[src/rtl/sbc32_serial.sv]
// sbc32_serial: serial subtract-with-borrow unit.
// Computes D = A - B - Bin one SLICE-bit slice per clock, LSB slice first,
// rippling the borrow between slices. Start/busy/done handshake; reports
// unsigned borrow, zero, negative and signed overflow on completion.
module sbc32_serial #(
    parameter int WIDTH = 32,
    parameter int SLICE = 8
) (
    input  logic             clk,
    input  logic             rst,
    input  logic             start,
    input  logic [WIDTH-1:0] A,
    input  logic [WIDTH-1:0] B,
    input  logic             Bin,
    output logic             busy,
    output logic             done,
    output logic [WIDTH-1:0] D,
    output logic             Bout,
    output logic             zero,
    output logic             neg,
    output logic             ovf
);

    localparam int N  = WIDTH / SLICE;
    localparam int CW = (N > 1) ? $clog2(N) : 1;
    localparam logic [CW-1:0] LAST_CNT = CW'(N - 1);

    typedef enum logic [0:0] {
        IDLE = 1'b0,
        RUN  = 1'b1
    } state_t;

    state_t           state_r;
    state_t           next_state_s;
    logic [WIDTH-1:0] a_r;
    logic [WIDTH-1:0] b_r;
    logic [WIDTH-1:0] d_r;
    logic [WIDTH-1:0] d_next_s;
    logic             borrow_r;
    logic [CW-1:0]    cnt_r;
    logic [31:0]      base_s;
    logic [SLICE:0]   diff_s;
    logic             last_s;
    logic             busy_r;
    logic             done_r;
    logic             bout_r;
    logic             zero_r;
    logic             neg_r;
    logic             ovf_r;
    logic             busy_next_s;
    logic             done_next_s;

    assign busy = busy_r;
    assign done = done_r;
    assign D    = d_r;
    assign Bout = bout_r;
    assign zero = zero_r;
    assign neg  = neg_r;
    assign ovf  = ovf_r;

    // Slice arithmetic: subtract the current slice with the rippled borrow.
    always_comb begin
        base_s   = 32'(cnt_r) * 32'(SLICE);
        diff_s   = {1'b0, a_r[base_s +: SLICE]} - {1'b0, b_r[base_s +: SLICE]}
                   - {{SLICE{1'b0}}, borrow_r};
        d_next_s = d_r;
        d_next_s[base_s +: SLICE] = diff_s[SLICE-1:0];
        last_s   = (cnt_r == LAST_CNT);
    end

    // State register.
    always_ff @(posedge clk) begin
        if (rst) begin
            state_r <= IDLE;
        end else begin
            state_r <= next_state_s;
        end
    end

    // Next-state logic: IDLE accepts start, RUN exits after the last slice.
    always_comb begin
        next_state_s = state_r;
        case (state_r)
            IDLE: begin
                if (start) begin
                    next_state_s = RUN;
                end else begin
                    next_state_s = IDLE;
                end
            end
            RUN: begin
                if (last_s) begin
                    next_state_s = IDLE;
                end else begin
                    next_state_s = RUN;
                end
            end
            default: next_state_s = IDLE;
        endcase
    end

    // Output decode: next values of the registered busy/done handshake.
    always_comb begin
        busy_next_s = 1'b0;
        done_next_s = 1'b0;
        case (state_r)
            RUN: begin
                busy_next_s = ~last_s;
                done_next_s = last_s;
            end
            default: begin
                busy_next_s = 1'b0;
                done_next_s = 1'b0;
            end
        endcase
    end

    // Operand capture, slice writeback, borrow ripple and flag registers.
    always_ff @(posedge clk) begin
        if (rst) begin
            busy_r   <= 1'b0;
            done_r   <= 1'b0;
            a_r      <= {WIDTH{1'b0}};
            b_r      <= {WIDTH{1'b0}};
            d_r      <= {WIDTH{1'b0}};
            borrow_r <= 1'b0;
            cnt_r    <= {CW{1'b0}};
            bout_r   <= 1'b0;
            zero_r   <= 1'b0;
            neg_r    <= 1'b0;
            ovf_r    <= 1'b0;
        end else begin
            busy_r <= busy_next_s;
            done_r <= done_next_s;
            case (state_r)
                IDLE: begin
                    if (start) begin
                        a_r      <= A;
                        b_r      <= B;
                        borrow_r <= Bin;
                        cnt_r    <= {CW{1'b0}};
                    end
                end
                RUN: begin
                    d_r      <= d_next_s;
                    borrow_r <= diff_s[SLICE];
                    if (last_s) begin
                        cnt_r  <= {CW{1'b0}};
                        bout_r <= diff_s[SLICE];
                        zero_r <= (d_next_s == {WIDTH{1'b0}});
                        neg_r  <= d_next_s[WIDTH-1];
                        ovf_r  <= (a_r[WIDTH-1] != b_r[WIDTH-1]) &&
                                  (d_next_s[WIDTH-1] != a_r[WIDTH-1]);
                    end else begin
                        cnt_r <= cnt_r + CW'(1'b1);
                        // Flags from the previous result drop on the first slice edge.
                        if (cnt_r == {CW{1'b0}}) begin
                            bout_r <= 1'b0;
                            zero_r <= 1'b0;
                            neg_r  <= 1'b0;
                            ovf_r  <= 1'b0;
                        end
                    end
                end
                default: begin
                    cnt_r <= {CW{1'b0}};
                end
            endcase
        end
    end

endmodule
[config.mk]
export PLATFORM = sky130hd
export DESIGN_NAME = sbc32_serial
export DESIGN_NICKNAME = d
export VERILOG_FILES = /design/src/rtl/sbc32_serial.sv
export SDC_FILE = /design/constraint.sdc
export NUM_CORES = 1
export LEC_CHECK = 0
export CAP_MARGIN = 20
export CELL_PAD_IN_SITES_DETAIL_PLACEMENT = 1
export CELL_PAD_IN_SITES_GLOBAL_PLACEMENT = 1
export CORE_MARGIN = 2
export CORE_UTILIZATION = 34
export DETAILED_ROUTE_END_ITERATION = 10
export PLACE_DENSITY = 0.87
export SYNTH_ARGS = -nofsm -noshare
export SYNTH_HDL_FRONTEND = slang
export SYNTH_SLANG_ARGS = --single-unit
export TNS_END_PERCENT = 1
[constraint.sdc]
create_clock -name clk -period 3.47 [get_ports clk]
set_clock_uncertainty 0.1 [all_clocks]
set_input_delay 0.5205 -clock clk [delete_from_list [all_inputs] [get_ports clk]]
set_output_delay 0.5205 -clock clk [all_outputs]
set_load 0.005 [all_outputs]
==> impl_metrics.env <==
export IMPL_wl_per_cell_um=17.9
export IMPL_clk_insertion_delay_late_ns=0.35
export IMPL_power_mw=3.18
export IMPL_multi_input_area_um2=2360
export IMPL_cp_startpoint="cnt_r[0]"
export IMPL_final_period_utilization=0.965
export IMPL_grt_pass1_vias=4704
export IMPL_cts_sinks=106
export IMPL_dr_total_vias=4344
export IMPL_holdWs_ns=0.362
export IMPL_clockBufferDepth=2
export IMPL_yosysSeqAreaShare=0.452
export IMPL_crit_type="reg -> reg"
export IMPL_n_antenna_cell=0
export IMPL_ioPinCount=106
export IMPL_fillers=1594
export IMPL_fp_row_count=42
export IMPL_slowest_stage="mux4_2"
export IMPL_crit_path_end="zero"
export IMPL_p_int_mw=2.18
export IMPL_grt_pass1_wl_mm=24.0
export IMPL_chipHeight_um=122
export IMPL_cp_cell_sequence="buf_4 -> mux4_2 -> ha_1 -> inv_1 -> ha_1 -> o21ai_1 -> nor2b_1 -> o31ai_1 -> xor2_1 -> buf_4 -> o21ai_1 -> a32o_1"
export IMPL_dieWidth_um=122
export IMPL_overflow=0
export IMPL_p_leak_nw=2.30
export IMPL_relSlewSlack=0.287
export IMPL_dp_hpwl_mm=10.8
export IMPL_p_seq_frac=0.420
export IMPL_cts_buffers=9
export IMPL_r2r_end="zero"
export IMPL_maxCapViolations=0
export IMPL_grt_max_degree=103
export IMPL_nets=732
export IMPL_cp_max_fo=8
export IMPL_drtIter0Drc=269
export IMPL_hold_buffers=0
export IMPL_grt_usage=0.207
export IMPL_pwr_share_clk=0.340
export IMPL_synth_edf_count=0
export IMPL_power_density_nw_per_um2=508
export IMPL_fp_coreArea_um2=13300
export IMPL_ys_types=39
export IMPL_start_kind="flip-flop"
export IMPL_syn_area_um2=4700
export IMPL_cts_tree="yes"
export IMPL_portBuffers=105
export IMPL_htree_levels=3
export IMPL_reg2reg_slack_ns=0.12
export IMPL_place_inst=809
export IMPL_seq_area_um2=2120
export IMPL_fin_cells=825
export IMPL_viasPerCell=5.27
export IMPL_status="complete, no violations"
export IMPL_maxSlewViolCount=0
export IMPL_reg2reg_from="cnt_r[0]"
export IMPL_synth_fp_nets=637
export IMPL_end_kind="flip-flop"
export IMPL_syn_inst=549
export IMPL_postSynthAreaPerCell_um2=8.56
export IMPL_place_ws_ns=0.162
export IMPL_holdCritPathClass="reg -> reg"
export IMPL_yosysWarningCount=0
export IMPL_final_antenna_net_count=0
export IMPL_fmax_ghz=0.299
export IMPL_place_congestion=0.862
export IMPL_cts_clk_slew_worst_paths_ns=0.07
export IMPL_switchingPower_mw=0.998
export IMPL_drive_gt1_frac=0.0786
export IMPL_p_comb_frac=0.240
export IMPL_synthArstFlopShare=0
export IMPL_clockRootBuffer="clkbuf_16"
export IMPL_tightest_slew_ns=1.06
export IMPL_cpPeakStageDelay_ns=0.53
export IMPL_antenna_found_initial=0
export IMPL_synth_ff_type="dfxtp_1"
export IMPL_postCtsSetupRepairBufs=0
export IMPL_die_area_um2=14800
export IMPL_swShare=0.314
export IMPL_start_util=0.352
export IMPL_ff2ff_path_depth=12
export IMPL_ys_ff_latch=106
export IMPL_period_needed_ns=3.35
export IMPL_worst_ep_arrival_time_ns=3.48
export IMPL_area_delta_synth_final_pct=33.0
export IMPL_drtPass1Iterations=5
export IMPL_setup_slack_ns=0.122
export IMPL_finalHoldViolCount=0
export IMPL_setup_viol=0
export IMPL_drt_wl_total_mm=14.8
export IMPL_remaining_drc_errors=0
export IMPL_setup_tns_ns=0
export IMPL_peakVddDrop_mv=0.283
export IMPL_cp_required_ns=3.61
registers in the layout (all words and copies together) (netlist names):
signal    count
done          1
borrow_r      1
b_r          32
Bout          1
cnt_r         2
state_r       1
ovf           1
busy          1
a_r          32
neg           1
D            32
zero          1
synth_stat cells, types with 2 or more instances:
cell	number	area, um^2
a211oi_1	2	15.0
a22oi_1	32	240
ha_1	18	225
nor2_1	42	158
buf_2	3	15.0
xor2_1	4	35.0
a21oi_1	75	375
nand2_1	140	526
clkbuf_1	25	93.8
buf_1	3	11.3
nor2b_1	4	25.0
inv_1	29	109
mux4_2	16	360
dfxtp_1	106	2120
o21ai_1	2	10.0
o21ai_0	4	20.0
a31oi_1	2	12.5
nor3_1	7	35.0
fa_1	2	40.0
xnor2_1	3	26.3
nor4_1	7	43.8
o22ai_1	2	12.5
nand2b_1	4	25.0
a21o_1	2	15.0
power groups by stage:
stage	clock [mW]	combinational, mW	sequential, mW
global placement	0	0.699	1.36
finish	1.08	0.762	1.33
CTS	1.08	0.756	1.33
detailed placement	0	0.736	1.36
global route	1.15	0.822	1.34
floorplan	0	0.448	1.34
how the worst min path moves through the flow:
stage | start | endpoint | cells after the start
4_1_cts | a_r[17] | a_r[17] | 2
2_1_floorplan | a_r[16] | a_r[16] | 2
3_3_place_gp | a_r[21] | a_r[21] | 2
6_report | a_r[5] | a_r[5] | 2
5_1_grt | b_r[28] | b_r[28] | 2
3_5_place_dp | a_r[17] | a_r[17] | 2
critical path, delay by kind of cell, from the launching register on:
kind | cells | cell delay (ns)
muxes | 1 | 0.53
DFF | 1 | 0.41
xor gates and xnor gates | 1 | 0.19
AOI/OAI and AO/OA | 4 | 0.73
buffers and inverters | 3 | 0.48
adders and majority gates | 2 | 0.64
and+or+nand+nor | 1 | 0.15
layer usage:
layer,track usage,part of all wire,vias to the layer above
met2,0.355,0.50,138
met5,0,0,-
met3,0.0398,0.050,31
met1,0.257,0.42,2109
met4,0.0841,0.026,0
li1,-,-,2066
cell usage in the layout, fill, tap and decap left out, types with 9 or more instances in the layout:
cell / count
inv_1: 29
dfxtp_1: 106
buf_4: 9
nand2_1: 139
clkdlybuf4s50_1: 104
ha_1: 18
a21oi_1: 75
nor2_1: 42
mux4_2: 16
clkbuf_16: 9
a22oi_1: 32
cell families (layout without fill, tap and decap cells):
group / Yosys count / count (layout) / share of synthesized area
buffers and inverters: 60 / 160 / 0.0487
adders and majority gates: 20 / 20 / 0.0564
xor gates and xnor gates: 7 / 7 / 0.0130
and+or+nand+nor: 211 / 211 / 0.186
DFF: 106 / 106 / 0.452
AOI/OAI and AO/OA: 129 / 129 / 0.167
muxes: 16 / 16 / 0.0767
repair_timing:
| action | in CTS | in global routing |
|---|---|---|
| setup endpoints to repair | 0 | 6 |
| endpoints found under the hold margin | 0 | 0 |
| resized for setup | 0 | 3 |
metrics by stage:
step / util / instance area (um^2)
6_report: 0.468 / 6250
5_1_grt: 0.468 / 6250
4_1_cts: 0.468 / 6250
3_5_place_dp: 0.444 / 5930
3_3_place_gp: 0.444 / 5930
2_1_floorplan: - / 4700
area by class of cell:
| type | instances | share of cell area |
|---|---|---|
| Multi-Input combinational cell | 383 | 0.377 |
| Sequential cell | 106 | 0.340 |
| Timing Repair Buffer | 115 | 0.180 |
| Clock buffer | 9 | 0.0360 |
| Tap cell | 176 | 0.0352 |
| Inverter | 29 | 0.0174 |
| Clock inverter | 7 | 0.0144 |
(Power assumes the default switching activity.)
